[config.mk]
export PLATFORM = sky130hd
export DESIGN_NAME = frame_renderer
export DESIGN_NICKNAME = d
export VERILOG_FILES = /design/src/rtl/pong_pkg.sv /design/src/rtl/vga_timing.sv /design/src/rtl/frame_renderer.sv
export SDC_FILE = /design/constraint.sdc
export NUM_CORES = 1
export LEC_CHECK = 0
export CORE_MARGIN = 8
export CORE_UTILIZATION = 54
export CTS_BUF_LIST = sky130_fd_sc_hd__clkbuf_4
export DETAILED_ROUTE_END_ITERATION = 10
export PLACE_DENSITY_LB_ADDON = 0.08
export SYNTH_ARGS = -nofsm -noshare
export SYNTH_HDL_FRONTEND = slang
export SYNTH_SLANG_ARGS = --single-unit
[constraint.sdc]
create_clock -name clk_i -period 4 [get_ports clk_i]
set_clock_uncertainty 0.1 [all_clocks]
set_input_delay 0.4 -clock clk_i [delete_from_list [all_inputs] [get_ports clk_i]]
set_output_delay 0.4 -clock clk_i [all_outputs]
set_load 0.01 [all_outputs]
[src/rtl/pong_pkg.sv]
// Shared constants and types for the pong display path: VGA 640x480@60 timing,
// sprite geometry, colours and a clip-safe span test.
package pong_pkg;

  localparam int unsigned H_ACTIVE = 640;
  localparam int unsigned H_FP     = 16;
  localparam int unsigned H_SYNC   = 96;
  localparam int unsigned H_BP     = 48;
  localparam int unsigned H_TOTAL  = H_ACTIVE + H_FP + H_SYNC + H_BP;

  localparam int unsigned V_ACTIVE = 480;
  localparam int unsigned V_FP     = 10;
  localparam int unsigned V_SYNC   = 2;
  localparam int unsigned V_BP     = 33;
  localparam int unsigned V_TOTAL  = V_ACTIVE + V_FP + V_SYNC + V_BP;

  localparam int unsigned PADDLE_WIDTH  = 5;
  localparam int unsigned PADDLE_HEIGHT = 60;
  localparam int unsigned BALL_SIDE     = 8;
  localparam int unsigned SCREEN_BORDER = 10;

  localparam int unsigned X_POS_W = 10;
  localparam int unsigned Y_POS_W = 10;
  localparam int unsigned CNT_W   = 10;
  localparam int unsigned SPAN_W  = 11;

  typedef logic [11:0] rgb_t;

  localparam rgb_t COL_BALL   = 12'hFFF;
  localparam rgb_t COL_PADDLE = 12'hFFF;
  localparam rgb_t COL_BORDER = 12'h888;
  localparam rgb_t COL_NET    = 12'h444;
  localparam rgb_t COL_BG     = 12'h000;

  // One extra bit keeps lo+len from wrapping, so sprites near the edge clip instead.
  function automatic logic in_span(input logic [SPAN_W-1:0] pos, input logic [SPAN_W-1:0] lo,
                                   input logic [SPAN_W-1:0] len);
    return (pos >= lo) && (pos < lo + len);
  endfunction

endpackage

[src/rtl/vga_timing.sv]
// Raster counters and raw (unpipelined) sync, active-area and new-frame decode.
module vga_timing #(
  parameter int unsigned H_ACTIVE = pong_pkg::H_ACTIVE,
  parameter int unsigned H_FP     = pong_pkg::H_FP,
  parameter int unsigned H_SYNC   = pong_pkg::H_SYNC,
  parameter int unsigned H_BP     = pong_pkg::H_BP,
  parameter int unsigned V_ACTIVE = pong_pkg::V_ACTIVE,
  parameter int unsigned V_FP     = pong_pkg::V_FP,
  parameter int unsigned V_SYNC   = pong_pkg::V_SYNC,
  parameter int unsigned V_BP     = pong_pkg::V_BP
) (
  input  logic                         clk_i,
  input  logic                         rst_ni,
  output logic [pong_pkg::CNT_W-1:0]   h_cnt,
  output logic [pong_pkg::CNT_W-1:0]   v_cnt,
  output logic                         active,
  output logic                         hsync_raw,
  output logic                         vsync_raw,
  output logic                         new_frame
);
  import pong_pkg::*;

  localparam logic [CNT_W-1:0] HLast      = CNT_W'(H_ACTIVE + H_FP + H_SYNC + H_BP - 1);
  localparam logic [CNT_W-1:0] VLast      = CNT_W'(V_ACTIVE + V_FP + V_SYNC + V_BP - 1);
  localparam logic [CNT_W-1:0] HActive    = CNT_W'(H_ACTIVE);
  localparam logic [CNT_W-1:0] VActive    = CNT_W'(V_ACTIVE);
  localparam logic [CNT_W-1:0] HSyncStart = CNT_W'(H_ACTIVE + H_FP);
  localparam logic [CNT_W-1:0] HSyncEnd   = CNT_W'(H_ACTIVE + H_FP + H_SYNC);
  localparam logic [CNT_W-1:0] VSyncStart = CNT_W'(V_ACTIVE + V_FP);
  localparam logic [CNT_W-1:0] VSyncEnd   = CNT_W'(V_ACTIVE + V_FP + V_SYNC);

  logic [CNT_W-1:0] h_q, h_d, v_q, v_d;

  always_ff @(posedge clk_i or negedge rst_ni) begin
    if (!rst_ni) begin
      h_q <= '0;
      v_q <= '0;
    end else begin
      h_q <= h_d;
      v_q <= v_d;
    end
  end

  always_comb begin
    h_d = h_q + CNT_W'(1);
    v_d = v_q;
    if (h_q == HLast) begin
      h_d = '0;
      v_d = (v_q == VLast) ? '0 : v_q + CNT_W'(1);
    end
  end

  assign h_cnt     = h_q;
  assign v_cnt     = v_q;
  assign active    = (h_q < HActive) && (v_q < VActive);
  assign hsync_raw = !((h_q >= HSyncStart) && (h_q < HSyncEnd));
  assign vsync_raw = !((v_q >= VSyncStart) && (v_q < VSyncEnd));
  assign new_frame = (h_q == '0) && (v_q == VActive);

endmodule

[src/rtl/frame_renderer.sv]
// Display end of the game-state interface: snapshots sprite positions once per frame
// and rasterises them through a two-stage pipeline aligned with the sync outputs.
module frame_renderer #(
  parameter int unsigned H_ACTIVE      = pong_pkg::H_ACTIVE,
  parameter int unsigned H_FP          = pong_pkg::H_FP,
  parameter int unsigned H_SYNC        = pong_pkg::H_SYNC,
  parameter int unsigned H_BP          = pong_pkg::H_BP,
  parameter int unsigned V_ACTIVE      = pong_pkg::V_ACTIVE,
  parameter int unsigned V_FP          = pong_pkg::V_FP,
  parameter int unsigned V_SYNC        = pong_pkg::V_SYNC,
  parameter int unsigned V_BP          = pong_pkg::V_BP,
  parameter int unsigned PADDLE_WIDTH  = pong_pkg::PADDLE_WIDTH,
  parameter int unsigned PADDLE_HEIGHT = pong_pkg::PADDLE_HEIGHT,
  parameter int unsigned BALL_SIDE     = pong_pkg::BALL_SIDE,
  parameter int unsigned SCREEN_BORDER = pong_pkg::SCREEN_BORDER
) (
  input  logic                          clk_i,
  input  logic                          rst_ni,
  input  logic [pong_pkg::X_POS_W-1:0]  player_paddle_x_i,
  input  logic [pong_pkg::Y_POS_W-1:0]  player_paddle_y_i,
  input  logic [pong_pkg::X_POS_W-1:0]  pc_paddle_x_i,
  input  logic [pong_pkg::Y_POS_W-1:0]  pc_paddle_y_i,
  input  logic [pong_pkg::X_POS_W-1:0]  ball_x_i,
  input  logic [pong_pkg::Y_POS_W-1:0]  ball_y_i,
  output logic                          new_frame_o,
  output logic                          hsync_o,
  output logic                          vsync_o,
  output logic [11:0]                   rgb_o
);
  import pong_pkg::*;

  localparam logic [SPAN_W-1:0] BallLen  = SPAN_W'(BALL_SIDE);
  localparam logic [SPAN_W-1:0] PadW     = SPAN_W'(PADDLE_WIDTH);
  localparam logic [SPAN_W-1:0] PadH     = SPAN_W'(PADDLE_HEIGHT);
  localparam logic [CNT_W-1:0]  BordTop  = CNT_W'(SCREEN_BORDER);
  localparam logic [CNT_W-1:0]  BordBot  = CNT_W'(V_ACTIVE - SCREEN_BORDER);
  localparam logic [CNT_W-1:0]  NetLeft  = CNT_W'(H_ACTIVE / 2 - 1);
  localparam logic [CNT_W-1:0]  NetRight = CNT_W'(H_ACTIVE / 2);

  logic [CNT_W-1:0] h_cnt, v_cnt;
  logic             active, hsync_raw, vsync_raw, new_frame;

  vga_timing #(
    .H_ACTIVE (H_ACTIVE),
    .H_FP     (H_FP),
    .H_SYNC   (H_SYNC),
    .H_BP     (H_BP),
    .V_ACTIVE (V_ACTIVE),
    .V_FP     (V_FP),
    .V_SYNC   (V_SYNC),
    .V_BP     (V_BP)
  ) u_timing (
    .clk_i     (clk_i),
    .rst_ni    (rst_ni),
    .h_cnt     (h_cnt),
    .v_cnt     (v_cnt),
    .active    (active),
    .hsync_raw (hsync_raw),
    .vsync_raw (vsync_raw),
    .new_frame (new_frame)
  );

  assign new_frame_o = new_frame;

  // Snapshots: the raster only ever reads these, so mid-frame input changes cannot tear.
  logic [X_POS_W-1:0] pp_x_q, pc_x_q, ball_x_q;
  logic [Y_POS_W-1:0] pp_y_q, pc_y_q, ball_y_q;

  always_ff @(posedge clk_i or negedge rst_ni) begin
    if (!rst_ni) begin
      pp_x_q   <= '0;
      pp_y_q   <= '0;
      pc_x_q   <= '0;
      pc_y_q   <= '0;
      ball_x_q <= '0;
      ball_y_q <= '0;
    end else if (new_frame) begin
      pp_x_q   <= player_paddle_x_i;
      pp_y_q   <= player_paddle_y_i;
      pc_x_q   <= pc_paddle_x_i;
      pc_y_q   <= pc_paddle_y_i;
      ball_x_q <= ball_x_i;
      ball_y_q <= ball_y_i;
    end
  end

  logic [SPAN_W-1:0] h_ext, v_ext;
  logic              ball_hit, paddle_hit, border, net;

  assign h_ext = {1'b0, h_cnt};
  assign v_ext = {1'b0, v_cnt};

  assign ball_hit   = in_span(h_ext, {1'b0, ball_x_q}, BallLen) &&
                      in_span(v_ext, {1'b0, ball_y_q}, BallLen);
  assign paddle_hit = (in_span(h_ext, {1'b0, pp_x_q}, PadW) &&
                       in_span(v_ext, {1'b0, pp_y_q}, PadH)) ||
                      (in_span(h_ext, {1'b0, pc_x_q}, PadW) &&
                       in_span(v_ext, {1'b0, pc_y_q}, PadH));
  assign border     = (v_cnt < BordTop) || (v_cnt >= BordBot);
  assign net        = ((h_cnt == NetLeft) || (h_cnt == NetRight)) && !v_cnt[3];

  // Stage 1: registered hit flags and raw sync.
  logic ball_q, paddle_q, border_q, net_q, active_q, hsync1_q, vsync1_q;

  always_ff @(posedge clk_i or negedge rst_ni) begin
    if (!rst_ni) begin
      ball_q   <= 1'b0;
      paddle_q <= 1'b0;
      border_q <= 1'b0;
      net_q    <= 1'b0;
      active_q <= 1'b0;
      hsync1_q <= 1'b1;
      vsync1_q <= 1'b1;
    end else begin
      ball_q   <= ball_hit;
      paddle_q <= paddle_hit;
      border_q <= border;
      net_q    <= net;
      active_q <= active;
      hsync1_q <= hsync_raw;
      vsync1_q <= vsync_raw;
    end
  end

  rgb_t rgb_d;

  always_comb begin
    rgb_d = COL_BG;
    if (!active_q) begin
      rgb_d = COL_BG;
    end else if (ball_q) begin
      rgb_d = COL_BALL;
    end else if (paddle_q) begin
      rgb_d = COL_PADDLE;
    end else if (border_q) begin
      rgb_d = COL_BORDER;
    end else if (net_q) begin
      rgb_d = COL_NET;
    end
  end

  // Stage 2: registered pixel and sync, all aligned two cycles behind the counters.
  rgb_t rgb_q;
  logic hsync_q, vsync_q;

  always_ff @(posedge clk_i or negedge rst_ni) begin
    if (!rst_ni) begin
      rgb_q   <= COL_BG;
      hsync_q <= 1'b1;
      vsync_q <= 1'b1;
    end else begin
      rgb_q   <= rgb_d;
      hsync_q <= hsync1_q;
      vsync_q <= vsync1_q;
    end
  end

  assign rgb_o   = rgb_q;
  assign hsync_o = hsync_q;
  assign vsync_o = vsync_q;

endmodule

==> results of run 1 <==
## routing by layer
metal  global-route usage  routed length [um]  vias to the layer above
met5                    0                   0                        -
met4               0.0608                 300                        0
met3               0.0383                 660                       29
met2                0.346                7750                      126
met1                0.241                6920                     2619
li1                     -                   -                     2781
## final cells by class
class	count	area (um2)	share of cell area
antenna	1	2.50	0.000321
clock buffer	9	67.6	0.00867
clock inverter	7	48.8	0.00626
inverter	78	293	0.0376
multi-input combinational	558	4070	0.522
sequential	92	2310	0.296
tap	172	215	0.0276
timing repair buffer	80	791	0.101
## state kept, by name, summed over array words and instances, names as in the netlist, 3 cells and up
signal          cells
ball_x_q           10
ball_y_q           10
pc_x_q             10
pc_y_q             10
pp_x_q             10
pp_y_q             10
u_timing.h_cnt     10
u_timing.v_cnt     10
rgb_o               3
## worst max-delay path, stage by stage, from the launching register on
cell and delay [ps]:
dfrtp_1 560, or2_2 380, nor4b_2 330, nand4_1 280, inv_2 120, clkdlybuf4s50_1 580
## cell families after synthesis
family | synth area share
fa+ha+maj | 0.222
flops | 0.339
buf+inv | 0.0643
xor+xnor | 0.0630
simple gates | 0.138
mux | 0.00147
compound gates | 0.172
## Yosys cell counts, types with 13 or more instances
cell type  number
xnor2_1        40
o21a_1         14
a21oi_1        30
o21ai_0        88
dfrtp_1        88
inv_1          77
nand3_1        28
a21o_1         21
buf_4          13
nor2_1         13
ha_1          121
nand2_1        92
nor3_1         13
## worst max-delay path by stage
stage | startpoint | endpoint | slack (ps) | depth (start not counted)
2_1_floorplan | ball_x_q[3]$_DFFE_PN0P_ | ball_q$_DFF_PN0_ | 1610 | 10
3_3_place_gp | u_timing.h_cnt[5]$_DFF_PN0_ | pc_y_q[9]$_DFFE_PN0P_ | 1080 | 7
3_5_place_dp | u_timing.h_cnt[5]$_DFF_PN0_ | pc_y_q[9]$_DFFE_PN0P_ | 1040 | 7
4_1_cts | u_timing.h_cnt[5]$_DFF_PN0_ | new_frame_o | 720 | 5
5_1_grt | u_timing.h_cnt[5]$_DFF_PN0_ | new_frame_o | 560 | 5
6_report | u_timing.h_cnt[5]$_DFF_PN0_ | new_frame_o | 770 | 5
## power groups by stage
stage                       logic (W)  registers (W)  clock network [W]
after floorplan           0.000000668       0.000948                  0
after global placement      0.0000806       0.000948                  0
after detailed placement    0.0000815       0.000948                  0
after CTS                   0.0000826       0.000931           0.000495
after global routing        0.0000882       0.000931           0.000537
final                       0.0000801       0.000931           0.000475
## through the flow
step | total power [W] | utilization
6_report | 0.00149 | 0.625
5_1_grt | 0.00156 | 0.625
4_1_cts | 0.00151 | 0.625
3_5_place_dp | 0.00103 | 0.615
3_3_place_gp | 0.00103 | 0.615
2_1_floorplan | 0.000949 | -
## what timing repair did
action | CTS | global route
hold buffers | 1 | 0
endpoints found under the hold margin | 62 | 0
buffers inserted | 0 | 0
resized for setup | 0 | 0
setup endpoints to repair | 0 | 0
==> metrics.txt, run 1 <==
part of the cycle the worst path needs=0.808; R2R Path Start=u_timing.h_cnt[5]$_DFF_PN0_; Startpoint Class=flip-flop; Routed Antenna Nets=0; worst-case clock buffer depth=2; Die Ht=128 um; Syn Inst Count=752; clk slew on worst S/H paths=150 ps; top cells by area, synth=dfrtp_1 (32%), ha_1 (22%), o21ai_0 (6.5%); setup repair after global routing missed its margin=false; final setup fails=0; Yosys top cell by area=dfrtp_1; Hold Path Sink=hsync_o$_DFF_PN1_; synthesized area per cell=9.06 um2; Post-layout nets=1002; switching portion of total power=0.251; layout cells sized above 1=0.0352; TNS Setup=0 ps; Hold Worst Slack=269 ps; HPWL after DPL=12.0 mm; RePlAce Congestion=0.874; # port buffers=76; # fillers=1104; DIE AREA=16500 um2; post-synthesis sequential area ratio=0.339; iteration-0 DRC count of the detailed router=296; Max VDD drop=0.101 mV; first-pass iteration count of the detailed router=6; Final Hold Viols=0; Synth Flop Type=dfrtp_1; Worst Setup End Kind=output port; Non-Filler Instances=997; worst-skew pair later-pin latency=480 ps; switching power=0.000373 W; fin area=7790 um2; Worst Setup Path Type=flip-flop to output port; CTS buffer count=9; Placed Cells=979; # rows=41; Tot GR Track Use=0.198; Cell variety after synth=53; CTS HTree Levels=3; Post-synth ARST share=1.00; status=finished clean; Slew Limit Fails=0; Ports=77; first-pass GRT wire length=26.3 mm; Critical Path RT=3500 ps; EDFF count, synth=0; hold crit path type=flip-flop to flip-flop; Arr. time, crit path=2730 ps; Worst slew margin=0.350; Die W=128 um; Final WS setup=769 ps; Worst Path Max Fanout=11; most common cell after layout, fill and taps aside=ha_1; #FFs+latches synth=92; FF-to-FF End=pc_y_q[9]$_DFFE_PN0P_; hold path start=hsync1_q$_DFF_PN1_; Sequential Power Share=0.626; initial antenna violation count=1; vias in the first global route=5650; pwr dens=191 nW/um2; commonest cells after routing, fill and taps aside=ha_1 (121), nand2_1 (92), o21ai_0 (88), dfrtp_1 (88), inv_1 (77); Tmin final=3230 ps; leakage power figure=3.97 nW; Worst Hold Depth=0; f_max=0.310 GHz; placed cell areas=7660 um2; Area Overhead vs Synth=14.4%; syn_nets=935; post-DR wirelength/cell=15.7 um; FF-to-FF path depth=7; core footprint=12500 um2; pin count of the biggest net entering global routing=117; DP Worst Slack=1040 ps; clock share of power=0.320; CTS tree=yes; worst-margin pin slew=974 ps; Root Driver=clkbuf_4; Synth top area share=0.323; mapped cell area=6810 um2; logic gate share of total power=0.054; max-cap violations=0; r2r setup slk=1030 ps; Synth Warn #=0; DRT Wirelength=15.6 mm; Initial Util=0.546; total grt overflow=0; via count=5555; # clock sinks=92; P_int=0.00111 W; DRC violations left=0; Via density=5.57
(Power assumes the default switching activity.)
==> run 2, diff against run 1 <==
==> constraint.sdc (replaced) <==
create_clock -name clk_i -period 3.15 [get_ports clk_i]
set_clock_uncertainty 0.1 [all_clocks]
set_input_delay 0.315 -clock clk_i [delete_from_list [all_inputs] [get_ports clk_i]]
set_output_delay 0.315 -clock clk_i [all_outputs]
set_load 0.01 [all_outputs]
==> run 2 against run 1 <==
Net effect: via count down 1.1%; sequential power up 27%; utilization up 1.3 points; wire length up 4.0%; largest power group unchanged.
==> metrics.txt, run 2 (synthesis results as in run 1) <==
max-cap violations=0 (unchanged); CTS buffer count=9 (unchanged); worst-skew pair later-pin latency=490 ps (about the same); vias in the first global route=5797 (+2.6%); # port buffers=76 (unchanged); leakage power figure=4.06 nW (+2.3%); Ports=77 (unchanged); DRC violations left=0 (unchanged); switching portion of total power=0.224 (-0.0266); Slew Limit Fails=0 (unchanged); f_max=0.343 GHz; Initial Util=0.546 (unchanged); worst-margin pin slew=791 ps (-183 ps); hold crit path type=primary input to flip-flop; initial antenna violation count=0 (-1); post-DR wirelength/cell=16.1 um (+3.0%); CTS HTree Levels=3 (unchanged); Worst Path Max Fanout=6 (-5); # clock sinks=92 (unchanged); total grt overflow=0 (unchanged); DIE AREA=16500 um2 (unchanged); Reg area=2310 um2 (unchanged); first-pass GRT wire length=27.8 mm (+5.7%); first-pass iteration count of the detailed router=4 (-2); iteration-0 DRC count of the detailed router=232 (-22%); Via density=5.46 (-2.1%); Die Ht=128 um (unchanged); Antenna Cells=0 (-1); Sequential Power Share=0.556 (-0.070); most common cell after layout, fill and taps aside=ha_1; Arr. time, crit path=2500 ps (-230 ps); Worst slew margin=0.472 (+0.122); area of the multi-input gates=4070 um2 (+0.15%); Finished Core Util=0.638 (+0.0131); Post-layout nets=1013 (+1.1%); clk slew on worst S/H paths=160 ps (about the same); final setup fails=0 (unchanged); via count=5494 (-1.1%); Tot GR Track Use=0.210 (+0.0115); Die W=128 um (unchanged); core footprint=12500 um2 (unchanged); Root Driver=clkbuf_4; DRT Wirelength=16.3 mm (+4.0%); Max VDD drop=0.158 mV (+57%); switching power=0.000477 W (+28%); status=finished clean; Final Hold Viols=0 (unchanged); Worst Setup End Kind=output port; Area Overhead vs Synth=16.8%; # rows=41 (unchanged); clock share of power=0.396 (+0.076); P_int=0.00165 W (+48%); Critical Path RT=2730 ps (-770 ps); HPWL after DPL=12.3 mm (+1.9%); part of the cycle the worst path needs=0.926; RePlAce Congestion=0.882 (+0.87%); CTS tree=yes; layout cells sized above 1=0.0491 (+0.0139); Worst Setup Path Type=flip-flop to output port; commonest cells after routing, fill and taps aside=ha_1 (121), nand2_1 (92), o21ai_0 (88), dfrtp_1 (88), inv_1 (77); pin count of the biggest net entering global routing=117 (unchanged); TNS Setup=0 ps (unchanged); # fillers=1131 (+2.4%); worst-case clock buffer depth=2 (unchanged); setup repair after global routing missed its margin=false; pwr dens=267 nW/um2 (+40%); Startpoint Class=flip-flop; Routed Antenna Nets=0 (unchanged); logic gate share of total power=0.048 (-0.006); Tmin final=2920 ps
==> run 2: cell count changes in the layout (fill, tap and decap cells not counted), sizes merged <==
cell / change
diode: -1
clkinv: -1
bufinv: +3
clkinvlp: -1
inv: -1
buf: +11
==> run 2: stage by stage <==
| stage | power [W] | area (um2) | hold slack [ps] | cells | worst slack [ps] |
|---|---|---|---|---|---|
| after floorplan | 0.00120 | 6810 | -80.6 | 752 | 761 |
| after global placement | 0.00130 | 7750 | 245 | 989 | 620 |
| after detailed placement | 0.00131 | 7750 | 247 | 989 | 509 |
| after CTS | 0.00216 | 7940 | 212 | 1006 | 13.9 |
| after global routing | 0.00221 | 7960 | 229 | 1007 | 61.6 |
| final | 0.00213 | 7960 | 245 | 1007 | 232 |
==> run 2: power by group through the flow <==
stage / logic [W] / registers, W / clock network, W
2_1_floorplan: 0.000000848 / 0.00120 / 0
3_3_place_gp: 0.000102 / 0.00120 / 0
3_5_place_dp: 0.000103 / 0.00120 / 0
4_1_cts: 0.000105 / 0.00118 / 0.000873
5_1_grt: 0.000112 / 0.00118 / 0.000910
6_report: 0.000102 / 0.00118 / 0.000842
==> run 2: area by class of cell <==
cell class,instances,area share
Clock buffer,9,0.00849
Clock inverter,7,0.0143
Inverter,78,0.0368
Multi-Input combinational cell,558,0.512
Sequential cell,92,0.290
Tap cell,172,0.0271
Timing Repair Buffer,91,0.111
==> run 2: path summary, 6_finish.rpt <==
path,startpoint,end,slack [ps],cells after the start
worst max-delay path,u_timing.h_cnt[0]$_DFF_PN0_,new_frame_o,230,7
min in group asynchronous,rst_ni,pp_y_q[7]$_DFFE_PN0P_,350,2
max in group asynchronous,rst_ni,hsync_o$_DFF_PN1_,1790,3
worst min register to register,vsync1_q$_DFF_PN1_,vsync_o$_DFF_PN1_,260,0
worst min-delay path,player_paddle_y_i[0],pp_y_q[0]$_DFFE_PN0P_,250,3
worst max register to register,pp_x_q[0]$_DFFE_PN0P_,paddle_q$_DFF_PN0_,440,10
==> run 2: timing repair <==
item | in CTS | in global routing
resized for setup | 0 | 1
endpoints found under the hold margin | 55 | 0
setup endpoints to repair | 0 | 1
hold buffers | 1 | 0
setup buffers | 0 | 1
==> run 2: worst max-delay path, stage by stage, from the launching register on <==
cell and delay (ps):
dfrtp_1 440, inv_1 200, ha_1 180, nor4b_2 280
nand4_1 140, buf_4 180, inv_2 80, clkdlybuf4s50_1 530
==> run 2: layer usage <==
| metal | wire length (um) | GRT usage | up-vias |
|---|---|---|---|
| met5 | 0 | 0 | - |
| met3 | 555 | 0.0312 | 27 |
| met2 | 7820 | 0.350 | 95 |
| met1 | 7530 | 0.264 | 2573 |
| li1 | - | - | 2799 |
| met4 | 361 | 0.0916 | 0 |
